[src/rtl/syscall_pkg.sv]
// Shared definitions for the syscall controller: default service codes and the
// controller state encoding.
package syscall_pkg;

    localparam int unsigned SVC_HALT_DEF  = 10;
    localparam int unsigned SVC_PAUSE_DEF = 50;

    typedef enum logic [1:0] {
        ST_RUN    = 2'd0,
        ST_PAUSED = 2'd1,
        ST_HALTED = 2'd2
    } sys_state_e;

endpackage : syscall_pkg

[src/rtl/syscall_fifo.sv]
// Synchronous print FIFO; occupancy count one bit wider than the pointers
// distinguishes full from empty.
module syscall_fifo #(
    parameter int unsigned DATA_WIDTH = 32,
    parameter int unsigned FIFO_DEPTH = 8
) (
    input  logic                  clock,
    input  logic                  reset,
    input  logic                  push,
    input  logic [DATA_WIDTH-1:0] pushData,
    input  logic                  pop,
    output logic [DATA_WIDTH-1:0] popData,
    output logic                  full,
    output logic                  empty
);

    localparam int unsigned AW = $clog2(FIFO_DEPTH);

    logic [DATA_WIDTH-1:0] mem_q [FIFO_DEPTH];
    logic [AW-1:0]         wr_ptr_q, wr_ptr_d;
    logic [AW-1:0]         rd_ptr_q, rd_ptr_d;
    logic [AW:0]           count_q, count_d;
    logic                  do_push, do_pop;

    assign full    = (count_q == (AW+1)'(FIFO_DEPTH));
    assign empty   = (count_q == '0);
    assign popData = mem_q[rd_ptr_q];

    // A push into a full FIFO is legal only when a pop frees the head slot.
    assign do_pop  = pop && !empty;
    assign do_push = push && (!full || do_pop);

    // NOTE: every always_comb output gets a default first, so no latch is inferred.
    always_comb begin
        wr_ptr_d = wr_ptr_q;
        rd_ptr_d = rd_ptr_q;
        count_d  = count_q;
        if (do_push) wr_ptr_d = wr_ptr_q + 1'b1;
        if (do_pop)  rd_ptr_d = rd_ptr_q + 1'b1;
        case ({do_push, do_pop})
            2'b10:   count_d = count_q + 1'b1;
            2'b01:   count_d = count_q - 1'b1;
            default: count_d = count_q;
        endcase
    end

    // NOTE: sequential state uses non-blocking assignments only.
    always_ff @(posedge clock or negedge reset) begin
        if (!reset) begin
            wr_ptr_q <= '0;
            rd_ptr_q <= '0;
            count_q  <= '0;
        end else begin
            wr_ptr_q <= wr_ptr_d;
            rd_ptr_q <= rd_ptr_d;
            count_q  <= count_d;
        end
    end

    // NOTE: storage is not reset; the cleared count makes stale entries unreachable.
    always_ff @(posedge clock) begin
        if (do_push) mem_q[wr_ptr_q] <= pushData;
    end

endmodule : syscall_fifo

[src/rtl/syscall_unit.sv]
// Syscall controller: decodes halt/pause/print services, gates the CPU enable,
// buffers print values and counts accepted syscalls.
module syscall_unit
    import syscall_pkg::*;
#(
    parameter int unsigned DATA_WIDTH = 32,
    parameter int unsigned FIFO_DEPTH = 8,
    parameter int unsigned CNT_WIDTH  = 16,
    parameter int unsigned SVC_HALT   = SVC_HALT_DEF,
    parameter int unsigned SVC_PAUSE  = SVC_PAUSE_DEF
) (
    input  logic                  clock,
    input  logic                  reset,
    input  logic                  syscall,
    input  logic [DATA_WIDTH-1:0] regSValue,
    input  logic [DATA_WIDTH-1:0] regTValue,
    input  logic                  resume,
    input  logic                  outReady,
    output logic                  enable,
    output logic                  halted,
    output logic                  outValid,
    output logic [DATA_WIDTH-1:0] outData,
    output logic [DATA_WIDTH-1:0] syscallOutput,
    output logic [CNT_WIDTH-1:0]  syscallCount
);

    sys_state_e            state_q, state_d;
    logic                  halted_q, halted_d;
    logic [DATA_WIDTH-1:0] out_q, out_d;
    logic [CNT_WIDTH-1:0]  cnt_q, cnt_d;

    logic is_halt, is_pause, is_print;
    logic in_run, accept, take;
    logic fifo_push, fifo_pop, fifo_full, fifo_empty;

    assign is_halt  = (regSValue == DATA_WIDTH'(SVC_HALT));
    assign is_pause = (regSValue == DATA_WIDTH'(SVC_PAUSE));
    assign is_print = !is_halt && !is_pause;

    always_ff @(posedge clock or negedge reset) begin
        if (!reset) state_q <= ST_RUN;
        else        state_q <= state_d;
    end

    always_comb begin
        state_d = state_q;
        case (state_q)
            ST_RUN: begin
                if (syscall && is_halt)       state_d = ST_HALTED;
                else if (syscall && is_pause) state_d = ST_PAUSED;
            end
            ST_PAUSED: if (resume) state_d = ST_RUN;
            ST_HALTED: state_d = ST_HALTED;
            default:   state_d = ST_RUN;
        endcase
    end

    // A stalled print keeps enable low so the same instruction is re-presented.
    always_comb begin
        in_run    = (state_q == ST_RUN);
        fifo_pop  = !fifo_empty && outReady;
        accept    = !fifo_full || fifo_pop;
        fifo_push = in_run && syscall && is_print && accept;
        take      = in_run && syscall && (is_halt || is_pause || fifo_push);
        enable    = in_run && !(syscall && is_print && !accept);
    end

    always_comb begin
        halted_d = (state_d == ST_HALTED);
        out_d    = fifo_push ? regTValue : out_q;
        cnt_d    = cnt_q;
        if (take && (cnt_q != '1)) cnt_d = cnt_q + 1'b1;
    end

    always_ff @(posedge clock or negedge reset) begin
        if (!reset) begin
            halted_q <= 1'b0;
            out_q    <= '0;
            cnt_q    <= '0;
        end else begin
            halted_q <= halted_d;
            out_q    <= out_d;
            cnt_q    <= cnt_d;
        end
    end

    syscall_fifo #(
        .DATA_WIDTH (DATA_WIDTH),
        .FIFO_DEPTH (FIFO_DEPTH)
    ) u_fifo (
        .clock    (clock),
        .reset    (reset),
        .push     (fifo_push),
        .pushData (regTValue),
        .pop      (fifo_pop),
        .popData  (outData),
        .full     (fifo_full),
        .empty    (fifo_empty)
    );

    assign halted        = halted_q;
    assign outValid      = !fifo_empty;
    assign syscallOutput = out_q;
    assign syscallCount  = cnt_q;

endmodule : syscall_unit

[config.mk]
export PLATFORM = sky130hd
export DESIGN_NAME = syscall_unit
export DESIGN_NICKNAME = d
export VERILOG_FILES = /design/src/rtl/syscall_pkg.sv /design/src/rtl/syscall_fifo.sv /design/src/rtl/syscall_unit.sv
export SDC_FILE = /design/constraint.sdc
export NUM_CORES = 1
export LEC_CHECK = 0
export BUFFER_PORTS_ARGS = -buffer_cell sky130_fd_sc_hd__buf_2
export CORE_MARGIN = 2
export CORE_UTILIZATION = 55
export CTS_CLUSTER_SIZE = 30
export DETAILED_ROUTE_END_ITERATION = 8
export PLACE_DENSITY = 0.75
export SLEW_MARGIN = 30
export SYNTH_ARGS = -nofsm -noshare
export SYNTH_HDL_FRONTEND = slang
export SYNTH_HIERARCHICAL = 1
export SYNTH_SLANG_ARGS = --single-unit
[constraint.sdc]
create_clock -name clock -period 5.6 [get_ports clock]
set_input_delay 0.56 -clock clock [delete_from_list [all_inputs] [get_ports clock]]
set_output_delay 0.56 -clock clock [all_outputs]
set_load 0.1 [all_outputs]
==> run metrics, run 1 <==
status=complete, no violations; Post-synth EDFFs=256; Initial DRC Count=slightly below 500; Area contributors post-synth=edfxtp_1 (60%), dfrtp_1 (12%), mux4_2 (11%); cts bufs inserted=31; IO buf count=151; clock insertion delay at the later pin of the skew report=0.55 ns; Final Critical Period=3.65 ns; die area=between 0.02 and 0.025 mm²; Chip Height=156 µm; syn avg cell area=20.3 µm²; Unique masters post-synth=53; worst clock skew=0.0105 ns; Total GRT Usage=between 20% and 30%; RD Place Congestion=0.769; highest routed layer=met4; wire length on met1=10.0 mm; vias post-DR=6587; initial antenna violation count=0; drt first pass iters=5; largest net degree at the start of global routing=62; r2r setup slk=2.04 ns; sequential share of the synthesized area=72.1%; Final #Nets=879; CORE AREA=0.0227 mm²; first-pass GRT wire length=38.8 mm; CP required=5.04 ns; htree depth=1; startpoint types=register; final WL=around 25 mm; clk sinks=317; Yosys reg bits=317; Worst R2R Start=u_fifo/count_q[3]$_DFFE_PN0P_; CP endpoint kind=output pin; Synth async-reset ratio=about a fifth; drc violations=0; Syn Nets=~700; final setup TNS=0 ns; final hold vios=0; Via density=around 5.9; Setup CP Type=register to output pin; area leader, netlist=edfxtp_1; Yosys top cell area share=60.2%; antenna viol nets, final=0; RSZ-0062 raised after global routing=false; clk slew on worst S/H paths=~0.07 ns; clk root buf=clkbuf_16; Longest Clk Path Bufs=3; Yosys Warn Count=6; GR Overflow Total=0; crit path DAT=3.09 ns; CP Max Fanout=33; Max Cap Viol=0; Mapped Cells=630; Synth Flop Type=edfxtp_1; Antenna Diode Count=0; worst rel slew slack=37.2%; post-CTS setup buffers=0; worst r2r path cells=12; TritonCTS clock tree=yes; CTS resizes=0; CTS hold repair buffers=0; Final period util=65.1%; CP startpoint=u_fifo/rd_ptr_q[0]$_DFFE_PN0N_; worst hold margin=roughly 0.012 ns; starting density of the core=between 50% and 60%; Hold/Removal Path Class=primary input to async pin; max frequency=274 MHz; number of global-route vias before repair=around 7000; DP Wirelength=15.7 mm; P&R area growth vs syn=18.3%; die width=~160 µm; fin. max-slew vios=0; layout cells sized above 1=between 40% and 50%; area of the mapped netlist=0.0128 mm²; met3 wire len=around 1.4 mm; placement row count=between 50 and 60; # setup viols final=0; routed length per instance=22.1 µm; Slew @ Worst Pin=0.941 ns; I/O pins=152; Routed met2 length=about 13 mm
path summary, 6_finish.rpt:
path | end
worst min register to register | syscallOutput[7]$_DFFE_PN0P_
worst max register to register | u_fifo/count_q[3]$_DFFE_PN0P_
min in group clock | u_fifo/mem_q[0][3]$_DFFE_PP_
worst max-delay path | outData[28]
max in group asynchronous | u_fifo/rd_ptr_q[0]$_DFFE_PN0N_
worst min-delay path | syscallOutput[22]$_DFFE_PN0P_
layer usage:
layer	vias to the layer above	track usage [%]
met4	0	3.67
met2	252	36.5
met3	45	3.18
met5	-	0
met1	3397	28.0
li1	2893	-
area by class of cell:
cell class / instances / area (µm²)
clock buffer: 36 / 825
fill: 1476 / 7600
inverter: 13 / 48.8
sequential: 317 / 9220
clock inverter: 22 / 265
multi-input combinational: 274 / 3390
tap: 285 / 357
timing repair buffer: 167 / 1000
cell usage in the layout, fill, tap and decap left out, drive strengths merged, types with 3 or more instances in the layout:
master,Yosys,final
nand2,11,11
xnor2,17,17
nor2,20,20
clkinvlp,0,6
inv,13,17
dfrtp,61,61
edfxtp,256,256
nand3,13,13
a211oi,3,3
bufinv,0,5
clkinv,0,7
mux4,64,64
nor3,5,5
nand4,8,8
xor2,3,3
clkbuf,6,36
nand2b,4,4
and3,5,5
ha,5,5
mux2,67,67
o21ai,7,7
buf,20,167
or3,3,3
a21oi,5,5
nor4,7,7
synth_stat cells (2+ instances only):
cell / count
nand4_2: 2
a211o_1: 2
inv_1: 13
clkbuf_1: 6
o21ai_0: 6
nor4_2: 4
dfrtp_1: 61
buf_4: 6
xor2_1: 3
buf_6: 2
and3_1: 5
nand2b_1: 4
buf_8: 3
mux4_2: 64
a21oi_1: 5
edfxtp_1: 256
ha_1: 5
mux2_2: 37
a211oi_1: 3
nand2_1: 11
xnor2_1: 17
nor4_1: 3
buf_1: 3
o211ai_1: 2
and2_1: 2
mux2_4: 30
nor3_1: 5
nand4_1: 6
buf_2: 6
nor2_1: 20
nand3b_1: 2
or3_1: 3
nand3_1: 13
logic make-up after synthesis:
| group | count (synthesis) | synth area share, % |
|---|---|---|
| flops | 317 | 72.1 |
| fa+ha+maj | 6 | 0.646 |
| xor+xnor | 20 | 1.37 |
| compound gates | 30 | 1.98 |
| buf+inv | 39 | 1.76 |
| mux | 132 | 18.2 |
| simple gates | 86 | 3.96 |
state kept, by name, summed over array words and instances, names as in the netlist:
signal	flops
u_fifo/mem_q	256
syscallOutput	32
syscallCount	16
u_fifo/count_q	4
u_fifo/rd_ptr_q	3
u_fifo/wr_ptr_q	3
state_q	2
halted	1
per-stage QoR:
stage                     utilization, %  worst slack (ns)  std cells  instance area [µm²]
after floorplan                        -             0.772        630                12800
after global placement              60.9              2.12       1048                13800
after detailed placement            61.7              2.03       1056                14000
after CTS                           66.5              1.86       1114                15100
after global routing                66.5              1.75       1114                15100
final                               66.5              1.95       1114                15100
worst max-delay path, stage by stage (launching register included):
cell and delay (ns):
dfrtp_4 0.68, buf_4 0.62, mux4_2 0.61, mux2_2 0.30, buf_2 0.30
Power of run 1 is left out: the tool's default activity adds up to more than one toggle a clock period on the data nets, which glitch-free logic cannot reach.
==> run 2: changes to the inputs <==
Settings changed: ABC_AREA set to 1.
Clock period 5.6 ns to 3.71 ns, I/O delays scaled along.
==> run 2 against run 1 <==
Sequential share of layout area fell by 0.66 points. Non-clock buffer count increased by 5. Setup slack got worse by 1.4 ns. Final area up 1.1%. Clock-buffer cell count up 2. Via count grew 34%. Utilization fell by 1.6 points. Critical endpoint is now outData[7].
==> run metrics, run 2 <==
most numerous cell in the Yosys netlist=nand2_1 (was edfxtp_1); sequential share of the synthesized area=69.8% (was 72.1%); Unique masters post-synth=35 (was 53); antenna viol nets, final=0 (unchanged); crit path DAT=2.80 ns (was 3.09 ns); drc violations=0 (unchanged); CP Buf/Inv Count=2 (unchanged); htree depth=1 (unchanged); fin. max-slew vios=0 (unchanged); TritonCTS clock tree=yes (unchanged); worst clock skew=0.0215 ns (was 0.0105 ns); CP startpoint=u_fifo/rd_ptr_q[1]$_DFFE_PN0N_ (was u_fifo/rd_ptr_q[0]$_DFFE_PN0N_); final WL=28.1 mm (was 24.6 mm); die width=159 µm (was 156 µm); Longest Clk Path Bufs=3 (unchanged); die area=0.0253 mm² (was 0.0245 mm²); area of the mapped netlist=0.0132 mm² (was 0.0128 mm²); placement row count=56 (was 55); starting density of the core=56.1% (was 56.2%); Area contributors post-synth=edfxtp_1 (58%), dfrtp_1 (12%), nand2_1 (7.9%) (was edfxtp_1 (60%), dfrtp_1 (12%), mux4_2 (11%)); fillers=1780 (was 1476); CORE AREA=0.0235 mm² (was 0.0227 mm²); Worst R2R Start=u_fifo/count_q[1]$_DFFE_PN0P_ (was u_fifo/count_q[3]$_DFFE_PN0P_); Initial DRC Count=755 (was 485); clock insertion delay at the later pin of the skew report=0.56 ns (was 0.55 ns); clk sinks=317 (unchanged); I/O pins=152 (unchanged); P&R area growth vs syn=15.7% (was 18.3%); first-pass GRT wire length=44.8 mm (was 38.8 mm); drt first pass iters=5 (unchanged); area leader, netlist=edfxtp_1 (unchanged); delay-heaviest family, CP=flip-flops (was buffers and inverters); IO buf count=151 (unchanged); Yosys Warn Count=6 (unchanged); CP Max Fanout=66 (was 33); Biggest register=u_fifo/mem_q (unchanged); cts bufs inserted=31 (unchanged); status=complete, no violations (unchanged); worst rel slew slack=42.1% (was 37.2%); routed length per instance=17.1 µm (was 22.1 µm); most frequent cells in the layout=nand2_1 (279), edfxtp_1 (256), nor2_1 (162) (was edfxtp_1 (256), buf_2 (150), mux4_2 (64)); RSZ-0062 raised after global routing=false (unchanged); Chip Height=159 µm (was 156 µm); CP most frequent cell=nand2_1; commonest cells in the netlist=nand2_1 (279), edfxtp_1 (256), nor2_1 (166) (was edfxtp_1 (256), mux4_2 (64), dfrtp_1 (61)); Via density=5.38 (was 5.91); critical path's largest stage delay=0.87 ns (was 0.68 ns); Final Critical Period=about 3.2 ns; number of global-route vias before repair=8628 (was 6943); CP endpoint kind=output pin (unchanged); final hold vios=0 (unchanged); # setup viols final=0 (unchanged); crit path cell chain=buf_12 -> o21ai_0 -> o21ai_1 -> nand2_1 -> nand2_1 -> buf_2 (was buf_4 -> mux4_2 -> mux2_2 -> buf_2); Hold/Removal Path Class=primary input to register (was primary input to async pin); clk root buf=clkbuf_16 (unchanged); Synth async-reset ratio=19.2% (unchanged); DP Wirelength=16.6 mm (was 15.7 mm); GR Overflow Total=0 (unchanged); Yosys top cell area share=58.2% (was 60.2%); RD Place Congestion=0.813 (was 0.769); max frequency=between 300 and 400 MHz; Syn Nets=1224 (was 705); Slew @ Worst Pin=0.868 ns (was 0.941 ns); post-CTS setup buffers=0 (unchanged); Synth Flop Type=edfxtp_1 (unchanged); Post-synth EDFFs=256 (unchanged); clk slew on worst S/H paths=0.07 ns (about the same); worst hold margin=0.109 ns (was 0.0116 ns); CP max stage cell=dfrtp_4 (unchanged); Max Cap Viol=0 (unchanged); vias post-DR=8823 (was 6587); most common cell after layout, fill and taps aside=nand2_1 (was edfxtp_1); max reg flops=256 (unchanged); Final period util=85.3%; Setup CP Type=register to output pin (unchanged); Total GRT Usage=22.0% (was 20.7%); CTS resizes=0 (unchanged); largest net degree at the start of global routing=130 (was 62); syn avg cell area=11.5 µm² (was 20.3 µm²); CP required=3.34 ns (was 5.04 ns); initial antenna violation count=0 (unchanged); Antenna Diode Count=0 (unchanged); Final #Nets=1373 (was 879); final setup TNS=0 ns (unchanged); CTS hold repair buffers=1 (was 0); layout cells sized above 1=18.4% (was 45.7%); startpoint types=register (unchanged); Yosys reg bits=317 (unchanged); Hold Startpoint=resume; Mapped Cells=1149 (was 630)
[run 2: cell families after synthesis]
kind of cell	count (synthesis)	synth area share, %
AO/OA/AOI/OAI	168	6.68
flip-flops	317	69.8
buffers and inverters	112	4.19
multiplexers	33	2.51
adder cells (fa/ha/maj)	6	0.625
XOR/XNOR	16	1.06
AND/OR/NAND/NOR	497	15.2
[run 2: stage by stage]
step                      instance area, µm²  cells  utilization (%)  worst slack (ns)
final                                  15300   1641             64.9             0.544
after global routing                   15300   1641             64.9             0.313
after CTS                              15300   1641             64.9             0.548
after global placement                 14300   1583             60.7             0.733
after floorplan                        13200   1149                -            -0.540
after detailed placement               14300   1583             60.7             0.589
[run 2: path summary, 6_finish.rpt]
kind                            slack (ns)                              to  cells past startpoint
worst max-delay path                  0.54                      outData[7]                      6
worst min-delay path                  0.11            state_q[0]$_DFF_PN0_                      4
worst max register to register        0.56    u_fifo/mem_q[4][4]$_DFFE_PP_                     11
worst min register to register        0.47   syscallOutput[11]$_DFFE_PN0P_                      2
max in group asynchronous             2.58  u_fifo/rd_ptr_q[0]$_DFFE_PN0N_                      2
min in group asynchronous             0.48   syscallOutput[21]$_DFFE_PN0P_                      2
[run 2: worst reg2reg max path: stages (launching register included)]
cell	delay [ns]
dfrtp_1	0.40
nor2_1	0.09
nand2_1	0.13
inv_1	0.07
nor2_1	0.25
nor2_1	0.11
nor2_1	0.13
nand3_2	0.10
inv_2	0.23
nand3_1	0.39
nor2_4	0.45
buf_4	0.46
[run 2: cell type report]
type / count / area, µm² / area share (%)
sequential: 317 / 9220 / 60.4
multi-input combinational: 720 / 3490 / 22.8
timing repair buffer: 172 / 981 / 6.42
clock buffer: 38 / 812 / 5.32
tap: 319 / 399 / 2.61
inverter: 56 / 210 / 1.38
clock inverter: 19 / 165 / 1.08
[run 2: routing by layer]
layer	part of all wire, %	vias up	global-route usage [%]
met4	1.5	0	5.17
met2	49	309	37.0
li1	-	4243	-
met5	0	-	0
met1	43	4231	30.2
met3	7.3	40	4.25
Power of run 2 is left out for the same reason.
==> run 3: changes to the inputs <==
==> constraint.sdc (replaced) <==
create_clock -name clock -period 3.71 [get_ports clock]
set_input_delay 0.1855 -clock clock [delete_from_list [all_inputs] [get_ports clock]]
set_output_delay 0.1855 -clock clock [all_outputs]
set_load 0.1 [all_outputs]
==> run 3 against run 2 <==
Via count is 2.0% higher. Critical endpoint is now u_fifo/mem_q[6][21]$_DFFE_PP_. Hold slack better by 0.0020 ns. Die area unchanged.
==> run metrics, run 3 (synthesis gave the netlist of run 2 again) <==
status=complete, no violations (unchanged); routed length per instance=17.1 µm (about the same); clk slew on worst S/H paths=0.06 ns (was 0.07 ns); worst rel slew slack=43.4% (was 42.1%); Flop pwr share=33.1%; clock insertion delay at the later pin of the skew report=0.55 ns (was 0.56 ns); switch share=48.5%; Final period util=84.1% (was 85.3%); max frequency=320 MHz (was 316 MHz); fillers=1750 (was 1780); IO buf count=151 (unchanged); Initial DRC Count=753 (was 755); placement row count=56 (unchanged); number of global-route vias before repair=9002 (was 8628); post-CTS setup buffers=0 (unchanged); P&R area growth vs syn=18.0% (was 15.7%); starting density of the core=56.1% (unchanged); Via density=5.36 (was 5.38); clk root buf=clkbuf_16 (unchanged); Antenna Diode Count=0 (unchanged); Biggest register=u_fifo/mem_q (unchanged); vias post-DR=8997 (was 8823); most common cell after layout, fill and taps aside=nand2_1 (unchanged); DP Wirelength=16.6 mm (about the same); worst hold margin=0.111 ns (was 0.109 ns); Sw Pwr=6.88 mW; CP Max Fanout=18 (was 66); drc violations=0 (unchanged); Chip Height=159 µm (unchanged); Max Cap Viol=0 (unchanged); final hold vios=0 (unchanged); RSZ-0062 raised after global routing=false (unchanged); most frequent cells in the layout=nand2_1 (279), edfxtp_1 (256), nor2_1 (162) (unchanged); first-pass GRT wire length=46.6 mm (was 44.8 mm); Longest Clk Path Bufs=3 (unchanged); die width=159 µm (unchanged); cts bufs inserted=31 (unchanged); clk sinks=317 (unchanged); Final Critical Period=3.12 ns (was 3.17 ns); Total GRT Usage=22.7% (was 22.0%); Final #Nets=1408 (was 1373); Total Power=~14 mW; htree depth=1 (unchanged); Hold/Removal Path Class=primary input to register (unchanged); Pwr per Cell Area=912 mW/mm²; CP required=3.96 ns (was 3.34 ns); CORE AREA=0.0235 mm² (unchanged); startpoint types=register (unchanged); drt first pass iters=7 (was 5); max reg flops=256 (unchanged); Comb pwr share=46.3%; worst clock skew=0.00687 ns (was 0.0215 ns); crit path DAT=3.38 ns (was 2.80 ns); Setup CP Type=register to register (was register to output pin); Int Pwr=7.32 mW; die area=0.0253 mm² (unchanged); largest net degree at the start of global routing=130 (unchanged); layout cells sized above 1=17.8% (was 18.4%); CP endpoint kind=register (was output pin); antenna viol nets, final=0 (unchanged); Peak VDD IR=0.782 mV; Slew @ Worst Pin=0.849 ns (was 0.868 ns); GR Overflow Total=0 (unchanged); # setup viols final=0 (unchanged); RD Place Congestion=0.822 (was 0.813); fin. max-slew vios=0 (unchanged); leakage=roughly 6.4 nW; I/O pins=152 (unchanged); TritonCTS clock tree=yes (unchanged); Clk pwr share=20.6%; final WL=28.6 mm (was 28.1 mm); initial antenna violation count=0 (unchanged)
[run 3: cell count changes in the layout (fill, tap and decap cells not counted), moves of 2 or more]
| cell | change |
|---|---|
| buf_4 | +2 |
| clkinvlp_4 | -3 |
| clkinv_4 | +4 |
| dlygate4sd3_1 | +34 |
| clkinv_1 | +2 |
[run 3: repair_timing]
item / CTS / global route
endpoints found under the setup margin: 0 / 0
hold buffers: 35 / 0
gates resized for setup: 0 / 0
hold endpoints to repair: 352 / 0
[run 3: final timing paths]
| check | startpoint | end | slack (ns) | depth (start not counted) |
|---|---|---|---|---|
| setup / recovery | u_fifo/count_q[0]$_DFFE_PN0P_ | u_fifo/mem_q[6][21]$_DFFE_PP_ | 0.59 | 11 |
| hold / removal | outReady | u_fifo/rd_ptr_q[2]$_DFFE_PN0N_ | 0.11 | 5 |
| setup reg to reg | u_fifo/count_q[0]$_DFFE_PN0P_ | u_fifo/mem_q[6][21]$_DFFE_PP_ | 0.59 | 11 |
| hold reg to reg | syscallOutput[1]$_DFFE_PN0P_ | syscallOutput[1]$_DFFE_PN0P_ | 0.48 | 2 |
| max in group asynchronous | reset | u_fifo/rd_ptr_q[1]$_DFFE_PN0N_ | 2.80 | 2 |
| min in group asynchronous | reset | syscallOutput[24]$_DFFE_PN0P_ | 0.29 | 2 |
[run 3: layout make-up]
cell class	instances	area, µm²	share of cell area [%]
well taps	319	399	2.56
repair buffers	207	1320	8.45
flip-flops and latches	317	9220	59.2
clock buffers	38	802	5.15
clock inverters	20	139	0.892
inverters	56	210	1.35
multi-input cells	720	3490	22.4
[run 3: per-layer routing]
metal	part of all wire, %	GRT usage (%)	vias to the layer above
met5	0	0	-
met4	1.7	5.95	0
met3	6.6	3.91	45
met2	49	38.2	304
met1	43	31.2	4323
li1	-	-	4325
[run 3: through the flow]
step           worst slack (ns)  util (%)  std cells  TNS, ns  area, µm²
2_1_floorplan            -0.540         -       1149   -69.11      13200
3_3_place_gp              0.793      60.7       1584        0      14300
3_5_place_dp              0.625      60.7       1584        0      14300
4_1_cts                   0.617      66.2       1677        0      15600
5_1_grt                   0.292      66.2       1677        0      15600
6_report                  0.588      66.2       1677        0      15600
[run 3: critical path, cell delays in order, from the launching register on]
cell and delay, ns:
dfrtp_1 0.39, nor2_1 0.09, nand2_1 0.14, inv_1 0.08, nor2_1 0.28, nor2_1 0.11
nor2_1 0.13, nand3_2 0.10, inv_2 0.23, nand3_1 0.40, nor2_4 0.59, buf_12 0.25
[run 3: power by group through the flow]
stage	clock, mW	sequential [mW]	combinational [mW]
2_1_floorplan	0	5.31	4.78
3_3_place_gp	0	4.75	6.44
3_5_place_dp	0	4.77	6.54
4_1_cts	2.95	4.71	6.59
5_1_grt	3.11	4.76	7.01
6_report	2.92	4.71	6.57
(Power assumes the default switching activity.)
